$ cat config.mk
export PLATFORM = sky130hd
export DESIGN_NAME = clint_mtime_timer
export DESIGN_NICKNAME = d
export VERILOG_FILES = /design/src/rtl/clint_mtime_timer_pkg.sv /design/src/rtl/clint_mtime_timer_tick.sv /design/src/rtl/clint_mtime_timer.sv
export SDC_FILE = /design/constraint.sdc
export NUM_CORES = 1
export LEC_CHECK = 0
export BUFFER_PORTS_ARGS = -buffer_cell sky130_fd_sc_hd__buf_2
export CORE_UTILIZATION = 50
export CTS_CLUSTER_SIZE = 10
export DETAILED_ROUTE_END_ITERATION = 10
export PLACE_DENSITY = 0.77
export SLEW_MARGIN = 15
export SYNTH_ARGS = -nofsm -noshare
export SYNTH_HDL_FRONTEND = slang
export SYNTH_SLANG_ARGS = --single-unit
$ cat constraint.sdc
create_clock -name clk -period 2.4 [get_ports clk]
set_input_delay 0.36 -clock clk [delete_from_list [all_inputs] [get_ports clk]]
set_output_delay 0.36 -clock clk [all_outputs]
set_load 0.05 [all_outputs]
$ cat src/rtl/clint_mtime_timer_pkg.sv
// Shared CLINT definitions: register offsets, APB handshake states and the
// byte-strobe merge used by every writable register.
`timescale 1ns/1ps
package clint_mtime_timer_pkg;

    localparam logic [15:0] CLINT_MSIP_OFF     = 16'h0000;
    localparam logic [15:0] CLINT_MTIMECMP_OFF = 16'h4000;
    localparam logic [15:0] CLINT_MTIME_OFF    = 16'hBFF8;

    typedef enum logic [1:0] {APB_IDLE, APB_SETUP, APB_ACCESS} apbstate_t;

    // Strobed bytes take the new value; unstrobed bytes keep the old one.
    function automatic logic [63:0] byte_merge(input logic [63:0] old_v,
                                               input logic [63:0] new_v,
                                               input logic [7:0]  be);
        logic [63:0] r;
        r = old_v;
        for (int i = 0; i < 8; i++)
            if (be[i]) r[8*i +: 8] = new_v[8*i +: 8];
        return r;
    endfunction

endpackage

$ cat src/rtl/clint_mtime_timer_tick.sv
// mtime prescaler: pulses tick once every TICK_DIV clk cycles (every cycle when TICK_DIV=1).
`timescale 1ns/1ps
module mtime_tick_gen #(
    parameter int TICK_DIV = 1
) (
    input  logic clk,
    input  logic reset,
    output logic tick
);
    localparam logic [15:0] LAST = 16'(TICK_DIV - 1);

    logic [15:0] cnt_q, cnt_d;

    assign tick  = (cnt_q == LAST);
    assign cnt_d = tick ? 16'd0 : cnt_q + 16'd1;

    always_ff @(posedge clk) begin
        if (!reset) cnt_q <= 16'd0;
        else        cnt_q <= cnt_d;
    end

endmodule

$ cat src/rtl/clint_mtime_timer.sv
// CLINT subset for one hart: APB slave over msip/mtimecmp/mtime, free-running
// mtime and registered timer/software interrupt lines.
`timescale 1ns/1ps
module clint_mtime_timer
    import clint_mtime_timer_pkg::*;
#(
    parameter int XLEN     = 64,
    parameter int TICK_DIV = 1
) (
    input  logic              clk,
    input  logic              reset,
    input  logic              PSEL,
    input  logic              PENABLE,
    input  logic              PWRITE,
    input  logic [15:0]       PADDR,
    input  logic [XLEN-1:0]   PWDATA,
    input  logic [XLEN/8-1:0] PSTRB,
    output logic [XLEN-1:0]   PRDATA,
    output logic              PREADY,
    output logic              PSLVERR,
    output logic [63:0]       MTIME_CLINT,
    output logic              MTimerInt,
    output logic              MSwInt
);
    localparam bit X32 = (XLEN == 32);

    apbstate_t   state_q, state_d;
    logic [63:0] mtime_q, mtime_d, mtimecmp_q, mtimecmp_d;
    logic        msip_q, msip_d, mti_q, msi_q;
    logic        tick, access, commit;
    logic        lo_ok, hi, hit_msip, hit_cmp, hit_time, mapped;
    logic [15:0] base;
    logic [63:0] wd64, rd64;
    logic [7:0]  be64;
    logic [XLEN-1:0] rd_x;

    mtime_tick_gen #(.TICK_DIV(TICK_DIV)) u_tick (
        .clk  (clk),
        .reset(reset),
        .tick (tick)
    );

    // Decode: 32-bit buses see each 64-bit register as two words, PADDR[2] picks the half.
    assign base     = {PADDR[15:3], 3'b000};
    assign lo_ok    = X32 ? (PADDR[1:0] == 2'b00) : (PADDR[2:0] == 3'b000);
    assign hi       = X32 & PADDR[2];
    assign hit_msip = (PADDR == CLINT_MSIP_OFF);
    assign hit_cmp  = lo_ok && (base == CLINT_MTIMECMP_OFF);
    assign hit_time = lo_ok && (base == CLINT_MTIME_OFF);
    assign mapped   = hit_msip | hit_cmp | hit_time;

    generate
        if (XLEN == 32) begin : g_x32
            assign wd64 = {PWDATA, PWDATA};
            assign be64 = hi ? {PSTRB, 4'h0} : {4'h0, PSTRB};
            assign rd_x = hi ? rd64[63:32] : rd64[31:0];
        end else begin : g_x64
            assign wd64 = PWDATA;
            assign be64 = PSTRB;
            assign rd_x = rd64;
        end
    endgenerate

    assign rd64 = hit_msip ? {63'd0, msip_q} :
                  hit_cmp  ? mtimecmp_q :
                  hit_time ? mtime_q : 64'd0;

    always_comb begin
        state_d = state_q;
        unique case (state_q)
            APB_IDLE:   if (PSEL && !PENABLE) state_d = APB_SETUP;
            APB_SETUP:  if (!PSEL) state_d = APB_IDLE;
                        else if (PENABLE) state_d = APB_ACCESS;
            APB_ACCESS: state_d = APB_IDLE;
            default:    state_d = APB_IDLE;
        endcase
    end

    assign access  = (state_q == APB_ACCESS);
    assign commit  = access & PWRITE & mapped;
    assign PREADY  = access;
    assign PSLVERR = access & ~mapped;
    assign PRDATA  = (access & ~PWRITE & mapped) ? rd_x : '0;

    // A committing mtime write suppresses the tick increment for the whole register.
    always_comb begin
        mtime_d    = mtime_q;
        mtimecmp_d = mtimecmp_q;
        msip_d     = msip_q;
        if (commit && hit_time) mtime_d = byte_merge(mtime_q, wd64, be64);
        else if (tick)          mtime_d = mtime_q + 64'd1;
        if (commit && hit_cmp)  mtimecmp_d = byte_merge(mtimecmp_q, wd64, be64);
        if (commit && hit_msip && be64[0]) msip_d = wd64[0];
    end

    always_ff @(posedge clk) begin
        if (!reset) begin
            state_q    <= APB_IDLE;
            mtime_q    <= 64'd0;
            mtimecmp_q <= '1;
            msip_q     <= 1'b0;
            mti_q      <= 1'b0;
            msi_q      <= 1'b0;
        end else begin
            state_q    <= state_d;
            mtime_q    <= mtime_d;
            mtimecmp_q <= mtimecmp_d;
            msip_q     <= msip_d;
            mti_q      <= (mtime_q >= mtimecmp_q);
            msi_q      <= msip_q;
        end
    end

    assign MTIME_CLINT = mtime_q;
    assign MTimerInt   = mti_q;
    assign MSwInt      = msi_q;

endmodule

======== Word-level counts from Yosys, hierarchy flattened ========
Index checks and enable logic that the tools add are counted.
cells by class
  reduce and logical (&&, ||, !) cells .... 31
  equal/unequal tests ..................... 14
  multiplexer cells ....................... 18
  add/sub/neg operators ................... 2
  bitwise logic cells ..................... 10
  order comparisons ....................... 1
operator list
  kind                     number
  $mux W64                 6
  $add A64 B1 Y64 const B  1
  $ge A64 B64 Y1           1
  $mux W8                  8
  $reduce_and A2 Y1        17
  $logic_not A16 Y1        2
  $ne A2 B2 Y1 const B     9
  $add A16 B1 Y16 const B  1
  $eq A13 B12 Y1 const B   1
  $eq A13 B13 Y1 const B   1
  $logic_and A1 B1 Y1      7
  $mux W2                  3
  $and A1 B1 Y1            5
  $pmux W2 S2              1
  $logic_not A3 Y1         1
  $ne A3 B3 Y1 const B     1
  $not A1 Y1               3
  $eq A2 B1 Y1 const B     1
  $eq A2 B2 Y1 const B     1
  $logic_not A2 Y1         1
  $or A1 B1 Y1             2
  $reduce_bool A2 Y1       1
  $reduce_or A2 Y1         1
  $logic_not A1 Y1         1
storage, ports and cells
  output and inout bits ................... 132
  bits of input ports ..................... 93
  register bits after elaboration ......... 149

======== Logic depth before layout (Yosys ltp) ========
  depth after elaboration ................. 8
  depth in mapped cells ................... 10

======== Cells and area by module ========
A second synthesis with hierarchy kept.
second synthesis, totals
  cells, all modules ...................... 1303
  area, all modules ....................... 9779.4 um^2
modules (own cells, without submodules)
  module             instances  cells an instance  area each (um^2)
  clint_mtime_timer  1          1219               8981.1
  mtime_tick_gen     1          84                 798.3

======== Least setup slack after synthesis ========
No wires, ideal clock.
  path type ............................... register -> register
  start point ............................. register mtime_q[16] (netlist: MTIME_CLINT[16])
  end point ............................... register mtime_q[35] (netlist: MTIME_CLINT[35])
  setup slack ............................. -0.653 ns
  period minus slack after synthesis ...... 3.053 ns
  required time ........................... 2.330 ns
  stages on the path, launching flop included .. 9
  data arrival time ....................... 2.983 ns
  cell sequence ........................... dfxtp_1 -> clkbuf_2 -> nand3_4 -> or4_4 -> or4b_4 -> buf_6 -> nor3_1 -> mux2_2 -> a21oi_1
on the way
  longest elaborated chain between the ends .. 3
ends and longest elaborated chain
  what                    RTL line                  text
  start, declared         clint_mtime_timer.sv:28   logic [63:0] mtime_q, mtime_d, mtimecmp_q, mtimecmp_d;
  start signal, assigned  clint_mtime_timer.sv:106  mtime_q <= mtime_d;
  $add A64 B1 Y64         clint_mtime_timer.sv:91   else if (tick) mtime_d = mtime_q + 64'd1;
  $mux W64                clint_mtime_timer.sv:91
  $mux W64                clint_mtime_timer.sv:90   if (commit && hit_time) mtime_d = byte_merge(mtime_q, wd64, be64);
Every way passes these cells. The select of a mux whose other input is x is not followed.
A chain may end at the register's enable or synchronous reset.

======== Worst setup path after layout ========
  start point ............................. register mtime_q[1] (netlist: MTIME_CLINT[1])
  end point ............................... register mtime_q[20] (netlist: MTIME_CLINT[20])
Same word-level chain as after synthesis.

==> results.md <==
Outcome:
- The run finished, with violations left.
- The checks that failed: setup timing.

Place:
- The congestion estimate from routability-driven global placement came to 0.905.
- The standard cell area after detailed placement is around 0.013 sq mm.
- Detailed placement finished with a half-perimeter wire length of approximately 27,000 um.
- The pre-CTS worst setup slack is -0.147 ns.
- The port buffer count is 224.

Layout:
- The area growth from synthesis to layout is 51.4%.
- At the end of the flow, the number of nets in the layout was around 1,900.
- The final antenna diode count is 0.
- With fillers left out, the area of the finished cells amounts to between 0.015 and 0.02 sq mm.
- Of the cells placed in the final design, the portion with a size suffix greater than 1 is a little under two fifths.

Routing:
- The first TritonRoute pass finished after 6 iterations.
- The detailed router finished its first iteration with ~1,500 violations.
- The remaining antenna violation count is 0.
- The average via count per standard cell is 6.51.
- In the final routed layout, each cell accounts on average for 21.4 um.
- The final layout contains routed wiring with a total length of between 40,000 and 50,000 um.
- The routed layout has about 13,000 vias.
- The post-detailed-route DRC marker count is 0.

Clock network:
- The clock tree synthesis step divided the H-tree into 4 levels.
- The later pin in the worst-skew pair is clocked with a latency of between 0.4 and 0.5 ns.
- The cell at the root of the clock tree is sky130_fd_sc_hd__clkbuf_16.
- For this design, the CTS-stage hold fixing added 0 buffers.
- The CTS sink count is roughly 150.
- The TritonCTS buffer count is 17.
- Clock-pin slew was measured on the worst setup and hold paths at ~0.07 ns.
- The maximum root-to-sink buffer count is 2.
- TritonCTS built the clock tree.

STA:
- The final critical-path required period is between 2 and 3 ns.
- The post-route clock period utilization is 110%.
- The clock arrives with 0.0127 ns of skew.
- Setup repair after global routing could not meet its margin everywhere.
- Headroom to the max-slew limit came out at 48.3%.
- The transition time of the tightest slew-check pin is approximately 0.77 ns.
- Setup violations remaining at the end of the flow were counted as 55.
- The highest achievable clock rate is 380 MHz.
- The final count of pins violating max slew is 0.
- The least setup slack across all paths after layout is -0.235 ns.
- The total count of hold-check failures in the final report was 0.

Synthesis:
- In the synthesized netlist, the number of instances is between 1,000 and 1,500.
- The summed instance area of the synthesized netlist is between 0.01 and 0.015 sq mm.
- Synthesis produced a netlist with a net count of ~1,500.
- The top flip-flop cell by instance count after synthesis is sky130_fd_sc_hd__dfxtp_1.
- The Yosys step of the flow raised 0 warnings.
- The netlist uses between 60 and 70 different library cells.
- The library cell with the largest summed area after synthesis is sky130_fd_sc_hd__dfxtp_1.
- The proportion of synthesized chip area in sequential cells is 29.5%.
- Yosys attributes the largest share of cell area to sky130_fd_sc_hd__dfxtp_1, sky130_fd_sc_hd__nand3_1, sky130_fd_sc_hd__ha_1, sky130_fd_sc_hd__nand2_1, sky130_fd_sc_hd__a22oi_1.
- In the synthesized netlist the async set-or-reset flop fraction comes to 0%.
- The mean cell area of the mapped netlist is roughly 7.4 sq um.
- The synthesized design contains 149 register bits.
- The proportion of netlist area held by the largest area contributor is about 30%.
- The count of flip-flops with a built-in enable after synthesis is 0.

Die:
- The floorplan die area is 0.0208 sq mm.
- The overall die width is approximately 140 um.
- For this design the top-level I/O count stands at ~230.
- The core region area is slightly below 0.02 sq mm.
- The starting density of the core is about 50%.
- The standard-cell row count is between 50 and 60.
- The die boundary height is 144 um.

Power and ir drop:
- In this run the static leakage power is roughly 0.0069 uW.
- The internal portion of the total power is 4050 uW.
- The net switching power figure is between 1000 and 1500 uW.
- The highest ir drop seen on vdd is ~470 uV.
- The share of total power in combinational logic is 5.9%.
- Per report_power, the sequential group accounts for 45.6% of the total.
- Of the total power, the share spent switching nets is 25.5%.
- The power density over the cells is between 300 and 400 mW/mm^2.
- The portion of total power attributed to the clock network is 48.5%.

Flow run:
- Across the run, the number of max-cap violations was 0.

Global routing:
- The first global-routing pass estimated 57,400 um of wire.
- The global routing usage summed across all routing layers is a little over a third.
- The global route total overflow is 0.
- The initial antenna violation count is 0.
- The number of global-route vias before repair came to 11,500.
- The maximum number of pins on one net before global-route repair is 47.

Setup path:
- Broken down by cell family, the worst path's largest delay share belongs to simple AND/OR/NAND/NOR gates.
- Data on the critical path arrives at its endpoint at roughly 3 ns.
- The worst setup path is captured at a flip-flop.
- The largest individual stage delay along the critical path comes from the cell sky130_fd_sc_hd__nor4_1.
- Together, buffers and inverters on the worst path number 1.
- The biggest cell delay along the critical path is 0.68 ns.
- The worst register-to-register path has a setup slack of -0.24 ns.
- STA puts the critical path data required time at around 2.8 ns.
- The critical-path maximum fanout is 7.
- In this run the critical register-to-register path is captured at MTIME_CLINT[20].
- The worst setup path is launched from a flip-flop.
- The depth of the worst register-to-register path is 7.
- The critical path start-end classification is reg2reg.
- In this run the critical register-to-register path is launched from MTIME_CLINT[1].
- The critical path goes through ha_1 -> nand3_2 -> buf_4 -> nor4_1 -> nand3_1 -> or4_1 -> a31oi_1.

Worst hold path:
- The startpoint of the most critical hold path is PENABLE.
- The path class of the lowest-slack min-delay path is in2reg.
- The worst hold path terminates at state_q[0].
- The depth of the worst hold-timing path is 2.
## layout make-up
| cell class | count | area, sq um |
|---|---|---|
| Clock buffer | 18 | 439 |
| Clock inverter | 14 | 129 |
| Fill cell | 1313 | 4370 |
| Inverter | 76 | 289 |
| Multi-Input combinational cell | 1063 | 7450 |
| Sequential cell | 149 | 3050 |
| Tap cell | 265 | 332 |
| Timing Repair Buffer | 415 | 3600 |
## stage by stage
step	power [uW]	std cells	utilization, %	hold WS, ns	setup TNS (ns)
floorplan	2640	1373	-	0.409	-1.74
global placement	2810	1937	67.1	0.416	-5.41
detailed placement	2820	1937	67.1	0.437	-8.20
CTS	5390	1974	72.3	0.0909	-0.0160
global route	5560	2000	77.8	0.103	-5.43
finish	5440	2000	77.8	0.0927	-1.54
## per-layer routing
layer	vias up	wire (um)	global-route usage, %
met5	-	0	0
met4	0	2620	19.4
met3	245	4650	5.89
met2	969	20000	59.9
met1	6052	15600	42.4
li1	5749	-	-
## power by group through the flow
stage / combinational (uW) / clock (uW) / sequential [uW]
floorplan: 92.3 / 0 / 2550
global placement: 280 / 0 / 2530
detailed placement: 282 / 0 / 2530
CTS: 288 / 2620 / 2480
global route: 337 / 2750 / 2480
finish: 322 / 2640 / 2480
## sequential cells by signal, indices dropped and copies added, names as in the netlist
| signal | cells |
|---|---|
| MTimerInt | 1 |
| MSwInt | 1 |
| mtimecmp_q | 64 |
| msip_q | 1 |
| state_q | 2 |
| u_tick.cnt_q | 16 |
| MTIME_CLINT | 64 |
## worst max path at each step
stage	depth (start not counted)	end	slack (ns)	start
finish	7	MTIME_CLINT[20]	-0.24	MTIME_CLINT[1]
global route	8	MTIME_CLINT[21]	-0.14	MTIME_CLINT[0]
CTS	9	PRDATA[0]	-0.005	PADDR[8]
detailed placement	9	MTIME_CLINT[33]	-0.15	PADDR[8]
global placement	10	MTimerInt	-0.12	MTIME_CLINT[0]
floorplan	8	MTIME_CLINT[46]	-0.25	MTIME_CLINT[16]
## cells by family after synthesis
logic type	Yosys count	synth area share, %
AND/OR/NAND/NOR	668	32.7
buffers and inverters	161	6.61
XOR/XNOR	19	1.65
AO/OA/AOI/OAI	291	19.3
adder cells (fa/ha/maj)	67	8.30
flip-flops	149	29.5
multiplexers	18	1.85
## layout by cell type, fill, tap and decap left out, drive strengths merged, types with 15 or more instances in the layout
| cell | n |
|---|---|
| buf | 407 |
| nand2 | 180 |
| nand3 | 180 |
| dfxtp | 149 |
| nor2 | 123 |
| inv | 77 |
| a21oi | 76 |
| ha | 67 |
| a22oi | 63 |
| nand4 | 43 |
| nor3 | 34 |
| o21ai | 33 |
| nor4 | 29 |
| clkbuf | 26 |
| and3 | 17 |
| a31oi | 17 |
| a21o | 16 |
| a211oi | 16 |
| and4 | 15 |
## repair_timing
action / 4_1_cts / 5_1_grt
gates cloned: 2 / 11
setup endpoints to repair: 89 / 108
buffers inserted: 3 / 15
gates resized for setup: 119 / 158
pin swaps: 3 / 40
## synthesized netlist by cell type, drive strengths merged (4+ instances only)
master and instances:
o32ai 8, o31ai 4, xor2 8, mux2i 13, a21boi 6, nand4 43, a221oi 7, o21a 8
a211oi 16, o211ai 10, or3 10, xnor2 11, nand3b 4, and2 7, dfxtp 149, ha 67
clkbuf 66, nor2 123, nand2b 5, a22oi 63, o21ai 33, a21o 16, or4 6, mux2 5
nand4b 5, a21oi 76, and3 17, nand3 180, nor4 29, a31oi 17, o22ai 4, nor3 34
inv 76, buf 19, and4 15, nand2 180, o31a 6
## worst reg2reg max path, cell delays in order (launching register included)
cell	delay, ns
sky130_fd_sc_hd__dfxtp_2	0.37
sky130_fd_sc_hd__ha_1	0.20
sky130_fd_sc_hd__nand3_2	0.15
sky130_fd_sc_hd__buf_4	0.20
sky130_fd_sc_hd__nor4_1	0.68
sky130_fd_sc_hd__nand3_1	0.28
sky130_fd_sc_hd__or4_1	0.46
sky130_fd_sc_hd__a31oi_1	0.21
Power figures use the tool's default switching activity.
